**src/rtl/rv_pipe_ctrl_pkg.sv**
```systemverilog
// rv_pipe_ctrl_pkg: shared pipeline-control types and core constants
package rv_pipe_ctrl_pkg;
  localparam int REG_W = 5;
  typedef enum logic [1:0] {RUN = 2'd0, MEM_WAIT = 2'd1, REDIRECT = 2'd2} state_t;
endpackage

```
**src/rtl/rv_pipe_ctrl_hazard.sv**
```systemverilog
// rv_hazard_detect: combinational load-use comparator between execute and decode
module rv_hazard_detect
  import rv_pipe_ctrl_pkg::*;
(
  input  logic [REG_W-1:0] rs1,
  input  logic [REG_W-1:0] rs2,
  input  logic [REG_W-1:0] rd,
  input  logic             mem_read,
  output logic             hazard
);
  assign hazard = mem_read && rd != '0 && (rd == rs1 || rd == rs2);
endmodule

```
**src/rtl/rv_pipe_ctrl.sv**
```systemverilog
// rv_pipe_ctrl: stall/flush sequencer for memory waits, execute redirects and load-use hazards
module rv_pipe_ctrl
  import rv_pipe_ctrl_pkg::*;
#(
  parameter int FLUSH_CYCLES = 1,
  parameter int MEM_TIMEOUT  = 16,
  parameter int TMO_W        = 5
) (
  input  logic             i_clk,
  input  logic             i_reset_n,
  input  logic [REG_W-1:0] i_dec_rs1,
  input  logic [REG_W-1:0] i_dec_rs2,
  input  logic [REG_W-1:0] i_ex_rd,
  input  logic             i_ex_mem_read,
  input  logic             i_ex_pc_change,
  input  logic             i_mem_req,
  input  logic             i_mem_ready,
  output logic             o_fetch_stall,
  output logic             o_dec_stall,
  output logic             o_dec_flush,
  output logic             o_ex_stall,
  output logic             o_ex_flush,
  output logic             o_mem_stall,
  output logic             o_mem_err,
  output logic [1:0]       o_state
);
  localparam logic [TMO_W-1:0] TMO_LAST = TMO_W'(MEM_TIMEOUT > 0 ? MEM_TIMEOUT - 1 : 0);
  localparam logic [1:0] RC_INIT = 2'(FLUSH_CYCLES - 1);
  state_t state, nxt;
  logic [TMO_W-1:0] cnt, cnt_nxt;
  logic [1:0] rcnt, rcnt_nxt;
  logic hazard, legal, hold, tmo, stall, lu_stall, dec_flush, ex_flush;
  rv_hazard_detect u_hazard (
    .rs1      (i_dec_rs1),
    .rs2      (i_dec_rs2),
    .rd       (i_ex_rd),
    .mem_read (i_ex_mem_read),
    .hazard   (hazard)
  );
  assign legal = state inside {RUN, MEM_WAIT, REDIRECT};
  assign hold  = state == MEM_WAIT ? !i_mem_ready : legal && i_mem_req && !i_mem_ready;
  // cnt holds completed wait cycles, so the last allowed cycle sees MEM_TIMEOUT-1
  assign tmo   = MEM_TIMEOUT > 0 && state == MEM_WAIT && !i_mem_ready && cnt == TMO_LAST;
  always_comb begin
    nxt = RUN;
    cnt_nxt = '0;
    rcnt_nxt = '0;
    stall = 1'b0;
    lu_stall = 1'b0;
    dec_flush = 1'b0;
    ex_flush = 1'b0;
    if (hold && !tmo) begin
      stall = 1'b1;
      nxt = MEM_WAIT;
      cnt_nxt = state == MEM_WAIT ? cnt + 1'b1 : '0;
    end else if (legal && i_ex_pc_change) begin
      dec_flush = 1'b1;
      ex_flush = 1'b1;
      nxt = FLUSH_CYCLES > 1 ? REDIRECT : RUN;
      rcnt_nxt = RC_INIT;
    end else if (state == REDIRECT) begin
      dec_flush = 1'b1;
      nxt = rcnt > 2'd1 ? REDIRECT : RUN;
      rcnt_nxt = rcnt - 1'b1;
    end else if (state == RUN && hazard) begin
      lu_stall = 1'b1;
      ex_flush = 1'b1;
    end
  end
  always_ff @(posedge i_clk or negedge i_reset_n) begin
    if (!i_reset_n) begin
      state <= RUN;
      cnt <= '0;
      rcnt <= '0;
    end else begin
      state <= nxt;
      cnt <= cnt_nxt;
      rcnt <= rcnt_nxt;
    end
  end
  assign o_fetch_stall = i_reset_n && (stall || lu_stall);
  assign o_dec_stall   = i_reset_n && (stall || lu_stall);
  assign o_ex_stall    = i_reset_n && stall;
  assign o_mem_stall   = i_reset_n && stall;
  assign o_dec_flush   = !i_reset_n || dec_flush;
  assign o_ex_flush    = !i_reset_n || ex_flush;
  assign o_mem_err     = i_reset_n && tmo;
  assign o_state       = state;
endmodule

```
**config.mk**
```make
export PLATFORM = sky130hd
export DESIGN_NAME = rv_pipe_ctrl
export DESIGN_NICKNAME = d
export VERILOG_FILES = /design/src/rtl/rv_pipe_ctrl_pkg.sv /design/src/rtl/rv_pipe_ctrl_hazard.sv /design/src/rtl/rv_pipe_ctrl.sv
export SDC_FILE = /design/constraint.sdc
export NUM_CORES = 1
export LEC_CHECK = 0
export CAP_MARGIN = 15
export CORE_UTILIZATION = 35
export DETAILED_ROUTE_END_ITERATION = 8
export GPL_ROUTABILITY_DRIVEN = 0
export PLACE_DENSITY = 0.73
export SKIP_CTS_REPAIR_TIMING = 1
export SLEW_MARGIN = 10
export SYNTH_ARGS = -nofsm -noshare
export SYNTH_HDL_FRONTEND = slang
export SYNTH_SLANG_ARGS = --single-unit
```
**constraint.sdc**
```tcl
create_clock -name i_clk -period 2.3 [get_ports i_clk]
set_input_delay 0.46 -clock i_clk [delete_from_list [all_inputs] [get_ports i_clk]]
set_output_delay 0.46 -clock i_clk [all_outputs]
set_load 0.02 [all_outputs]
```
# [Word level (Yosys, flattened, before mapping)]
# Cells that the tools add are included.
[totals] ff_bits=9 out_inout_bits=9 elab_cells=53
[classes] n_addsub=2 n_lt_le_gt_ge=1 n_eq_ne=5 muxes=20 reduce_logical=22
[op_table] op="two-way mux 2 bit" n=7
[op_table] op="logical AND 1 bit" n=12
[op_table] op="two-way mux 1 bit" n=11
[op_table] op="== test 5 bit" n=2
[op_table] op="two-way mux 5 bit" n=2
[op_table] op="adder 5 x 1 -> 5 bit (second input constant)" n=1
[op_table] op="== test 5 x 4 -> 1 bit (second input constant)" n=1
[op_table] op="nonzero test 5 bit" n=1
[op_table] op="logical OR 1 bit" n=4
[op_table] op="zero test 1 bit" n=3
[op_table] op="nonzero test 3 bit" n=1
[op_table] op="== test 2 x 1 -> 1 bit (second input constant)" n=1
[op_table] op="== test 2 bit (second input constant)" n=1
[op_table] op="greater-than comparator 2 x 1 -> 1 bit (second input constant)" n=1
[op_table] op="zero test 2 bit" n=1
[op_table] op="subtractor 2 x 1 -> 2 bit (second input constant)" n=1

# [Longest topological paths before layout]
[depth] depth_word=10 ltp_mapped=8 depth_no_buf=7

# [Modules after synthesis]
# From an unflattened synthesis, not the netlist that was laid out.
[hier_totals] cells_unflattened=65 hier_area_um2=593.1
[by_module_without_submodules] module="rv_pipe_ctrl" n_inst=1 cells_per_inst=48 area_each_um2=467.9 seq_area_each_um2=225.2
[by_module_without_submodules] module="rv_hazard_detect" n_inst=1 cells_per_inst=17 area_each_um2=125.1 seq_area_each_um2=0.0

# [Worst setup path after synthesis]
# No wires, ideal clock.
[synth_path] path_kind="register to output" startpoint="register cnt[0]" endpoint="output o_fetch_stall" arrival_ns=2.261 t_required_ns=1.840 slack_ns=-0.421 path_stages_with_launch=9 path_buffers=1 cell_sequence="dfrtp_1 > ha_1 > and3_1 > ha_1 > or3b_4 > a21oi_4 > and2_2 > o21bai_1 > buf_4"
[synth_via] elab_chain_len=7
[synth_lines] item="start: declaration" line_no="rv_pipe_ctrl.sv:30" text="logic [TMO_W-1:0] cnt, cnt_nxt;"
[synth_lines] item="start signal: assignment" line_no="rv_pipe_ctrl.sv:77" text="cnt <= cnt_nxt;"
[synth_lines] item="== test 5 x 4 -> 1 bit *" line_no="rv_pipe_ctrl.sv:43" text="assign tmo = MEM_TIMEOUT > 0 && state == MEM_WAIT && !i_mem_ready && cnt == TMO_LAST;"
[synth_lines] item="logical AND 1 bit *" line_no="rv_pipe_ctrl.sv:43"
[synth_lines] item="zero test 1 bit *" line_no="rv_pipe_ctrl.sv:52" text="if (hold && !tmo) begin"
[synth_lines] item="logical AND 1 bit *" line_no="rv_pipe_ctrl.sv:52"
[synth_lines] item="two-way mux 1 bit" line_no="rv_pipe_ctrl.sv:52"
[synth_lines] item="logical OR 1 bit *"
[synth_lines] item="logical AND 1 bit *"
[synth_lines] item="end: declaration" line_no="rv_pipe_ctrl.sv:18" text="output logic o_fetch_stall,"
# Every way passes the cells marked *; elsewhere a longest branch is shown, timed or not.

# [Worst setup path after layout]
[layout_path] startpoint="register cnt[0]" endpoint="output o_dec_flush"
[layout_via] elab_chain_len=6
[layout_lines] item="== test 5 x 4 -> 1 bit" line_no="rv_pipe_ctrl.sv:43"
[layout_lines] item="logical AND 1 bit" line_no="rv_pipe_ctrl.sv:43"
[layout_lines] item="zero test 1 bit" line_no="rv_pipe_ctrl.sv:52"
[layout_lines] item="logical AND 1 bit" line_no="rv_pipe_ctrl.sv:52"
[layout_lines] item="two-way mux 1 bit" line_no="rv_pipe_ctrl.sv:52"
[layout_lines] item="logical OR 1 bit" line_no="rv_pipe_ctrl.sv:85" text="assign o_dec_flush = !i_reset_n || dec_flush;"
[layout_lines] item="end: declaration" line_no="rv_pipe_ctrl.sv:20" text="output logic o_dec_flush,"
# No other way between the ends.

==> results.json <==
{
  "status": "finished with violations",
  "violations": "design-rule violations, negative setup slack",
  "grt_max_degree": 7,
  "n_antenna_cell": 0,
  "hold_start": "rcnt[0]$_DFF_PN0_",
  "seqCellArea_um2": 225,
  "max_slew_margin_pct": 71.5,
  "num-nets-final": 142,
  "antenna_found_initial": 0,
  "p_clk_share_pct": 27.9,
  "syn_area_um2": 621,
  "cts_root_buf": "clkbuf_4",
  "syn_inst": 66,
  "final_core_util_pct": 72.9,
  "grt_use_total_pct": 18.9,
  "layout_commonest_cell": "clkdlybuf4s50_1",
  "die-area_mm2": 0.00195,
  "synth_fp_nets": 90,
  "via_per_inst": 5.05,
  "numPortBuffers": 29,
  "finClkSkew_ps": 1.76,
  "io_pins": 30,
  "grt_overflow": 0,
  "vdd_drop_max_mv": 0.356,
  "ff2ff_path_depth": 9,
  "crit_path_start_kind": "register",
  "start_util_pct": 39.4,
  "min_to": "rcnt[0]$_DFF_PN0_",
  "combPwrFrac_pct": 34.7,
  "synth_seq_cells": 9,
  "syn_avg_cell_area_um2": 9.40,
  "dp.cells": 124,
  "h-tree-depth": 1,
  "post-route-period-util_pct": 116,
  "crit_chain": "ha_2 -> and3_4 -> ha_4 -> or3b_4 -> a21oi_4 -> buf_4 -> buf_6 -> o21ai_2 -> buf_4",
  "fp.dieW_um": 44.1,
  "hold_path.class": "register to register",
  "cp_common_cell": "buf_4",
  "stdcell_count": 133,
  "place_ws_ps": -661,
  "max_stage_delay_ps": 400,
  "drtIter0Drc": 9,
  "grt_pass1_wl_um": 2660,
  "rr_startpoint": "cnt[0]$_DFF_PN0_",
  "cp_num_buf_inv": 3,
  "worst_slack_ps": -376,
  "drt.antenna.violating_nets": 0,
  "cp_slowest_cell": "or3b_4",
  "cp-end-kind": "output pin",
  "wirelength_um": 1900,
  "die_h_um": 44.1,
  "synthDistinctLibCells": 26,
  "timing.fmax_mhz": 374,
  "cts_tree": "done",
  "rows": 14,
  "crit_fanout": 4,
  "hold_path_depth": 1,
  "yosysWarningCount": 0,
  "clock_sinks": 9,
  "fill_cells": 108,
  "finalMaxSlewViolations": 0,
  "grt_pass1_vias": 659,
  "core_region_area_mm2": 0.00158,
  "worstPathArrival_ps": 2220,
  "clkSlewWorstSetupHoldPaths_ps": 60,
  "swShare_pct": 28.2,
  "synth_async_sr_flop_share_pct": 100,
  "multi_input_area_um2": 408,
  "post_route_cells_drive_above_1_share_pct": 36.8,
  "setup-violations-final": 6,
  "power.internal_mw": 0.315,
  "p_sw_mw": 0.123,
  "stdcell_area_mm2": 0.00115,
  "crit_family": "simple AND/OR/NAND/NOR gates",
  "dr.pass1.iters": 6,
  "p_seq_share_pct": 37.4,
  "num_vias": 671,
  "ys.flop_type": "dfrtp_1",
  "final_cell_mix": "22 x clkdlybuf4s50_1, 21 x buf_4, 11 x xor2_1",
  "ys_seq_area_share_pct": 36.3,
  "finalCriticalPeriod_ps": 2680,
  "wl_per_cell_um": 14.3,
  "cts_buffers": 3,
  "syn_to_final_growth_pct": 85.3,
  "r2r_end": "rcnt[0]$_DFF_PN0_",
  "p_leak_nw": 0.548,
  "dpl_cell_area_mm2": 0.00106,
  "worst_slew_pin_slew_ps": 417,
  "power.density_mw_per_mm2": 381,
  "hpwlAfterDp_um": 1480,
  "drc_errors": 5,
  "rsz0062_at_grt": "true",
  "clk_path_buf_depth": 2,
  "finalHoldViolCount": 0,
  "synth_edf_count": 0,
  "drv_cap": 0,
  "rrSetupSlack_ps": 280,
  "worst_skew_pair.late_latency_ps": 260,
  "crit_type": "register to output pin",
  "cp.required_ps": 1840
}
worst max-delay path by stage:
stage                     startpoint            end  slack, ps  cells after the start
floorplan           cnt[0]$_DFF_PN0_  o_fetch_stall       -100                      8
global placement          i_ex_rd[0]    o_dec_stall       -590                      7
detailed placement        i_ex_rd[1]  o_fetch_stall       -660                      7
CTS                 cnt[1]$_DFF_PN0_  o_fetch_stall       -840                      8
global route        cnt[0]$_DFF_PN0_    o_dec_flush       -460                      9
finish              cnt[0]$_DFF_PN0_    o_dec_flush       -380                      9
state kept, by name, indices dropped and copies added, names as in the netlist:
register / cells
o_state: 2
cnt: 5
rcnt: 2
final cells by class:
class                      count  area share, %
clock buffer                   3           1.96
clock inverter                 1          0.435
inverter                       6           1.96
multi-input combinational     49           35.5
sequential                     9           19.6
tap                           16           1.74
timing repair buffer          49           38.8
metal layers:
metal	vias up	track usage (%)	share of wire, %
li1	324	-	-
met1	305	19.2	34
met2	31	35.6	52
met3	11	4.49	9.1
met4	0	9.09	5.2
met5	-	0	0
worst register-to-register path, stage by stage, from the launching register on:
cell     delay [ps]
dfrtp_1         390
ha_2            190
and3_4          150
ha_4            160
or3b_4          400
a21oi_4         210
buf_4           140
buf_6            90
or4b_4          130
nor2_1           40
Yosys cell counts (2+ instances only):
cell type | number | area, µm²
buf_4 | 2 | 15.0
nand2_1 | 3 | 11.3
xor2_1 | 11 | 96.3
ha_1 | 3 | 37.5
inv_1 | 6 | 22.5
nand3_1 | 2 | 10.0
dfrtp_1 | 9 | 225
nor2_1 | 10 | 37.5
nor3_1 | 3 | 15.0
cell families (layout without fill, tap and decap cells):
group                    after synthesis  after routing  share of synthesized area, %
multiplexers                           1              1                          1.61
XOR/XNOR                              12             12                          16.9
buffers and inverters                  8             59                          6.05
AND/OR/NAND/NOR                       27             27                          24.4
AO/OA/AOI/OAI                          6              6                          8.67
adder cells (fa/ha/maj)                3              3                          6.05
flip-flops                             9              9                          36.3
per-stage QoR:
| step | TNS [ps] | hold slack (ps) | power (mW) |
|---|---|---|---|
| 6_report | -2080 | 435 | 0.438 |
| 5_1_grt | -2580 | 462 | 0.462 |
| 4_1_cts | -4930 | 443 | 0.422 |
| 3_5_place_dp | -3530 | 435 | 0.302 |
| 3_3_place_gp | -3170 | 417 | 0.298 |
| 2_1_floorplan | -95.8 | 164 | 0.219 |
power groups by stage:
stage,clock (mW),sequential [mW],combinational (mW)
final,0.122,0.164,0.152
after global routing,0.134,0.164,0.163
after CTS,0.123,0.164,0.136
after detailed placement,0,0.167,0.136
after global placement,0,0.166,0.132
after floorplan,0,0.168,0.0508
Note: power is estimated with default switching activity, not from simulation.
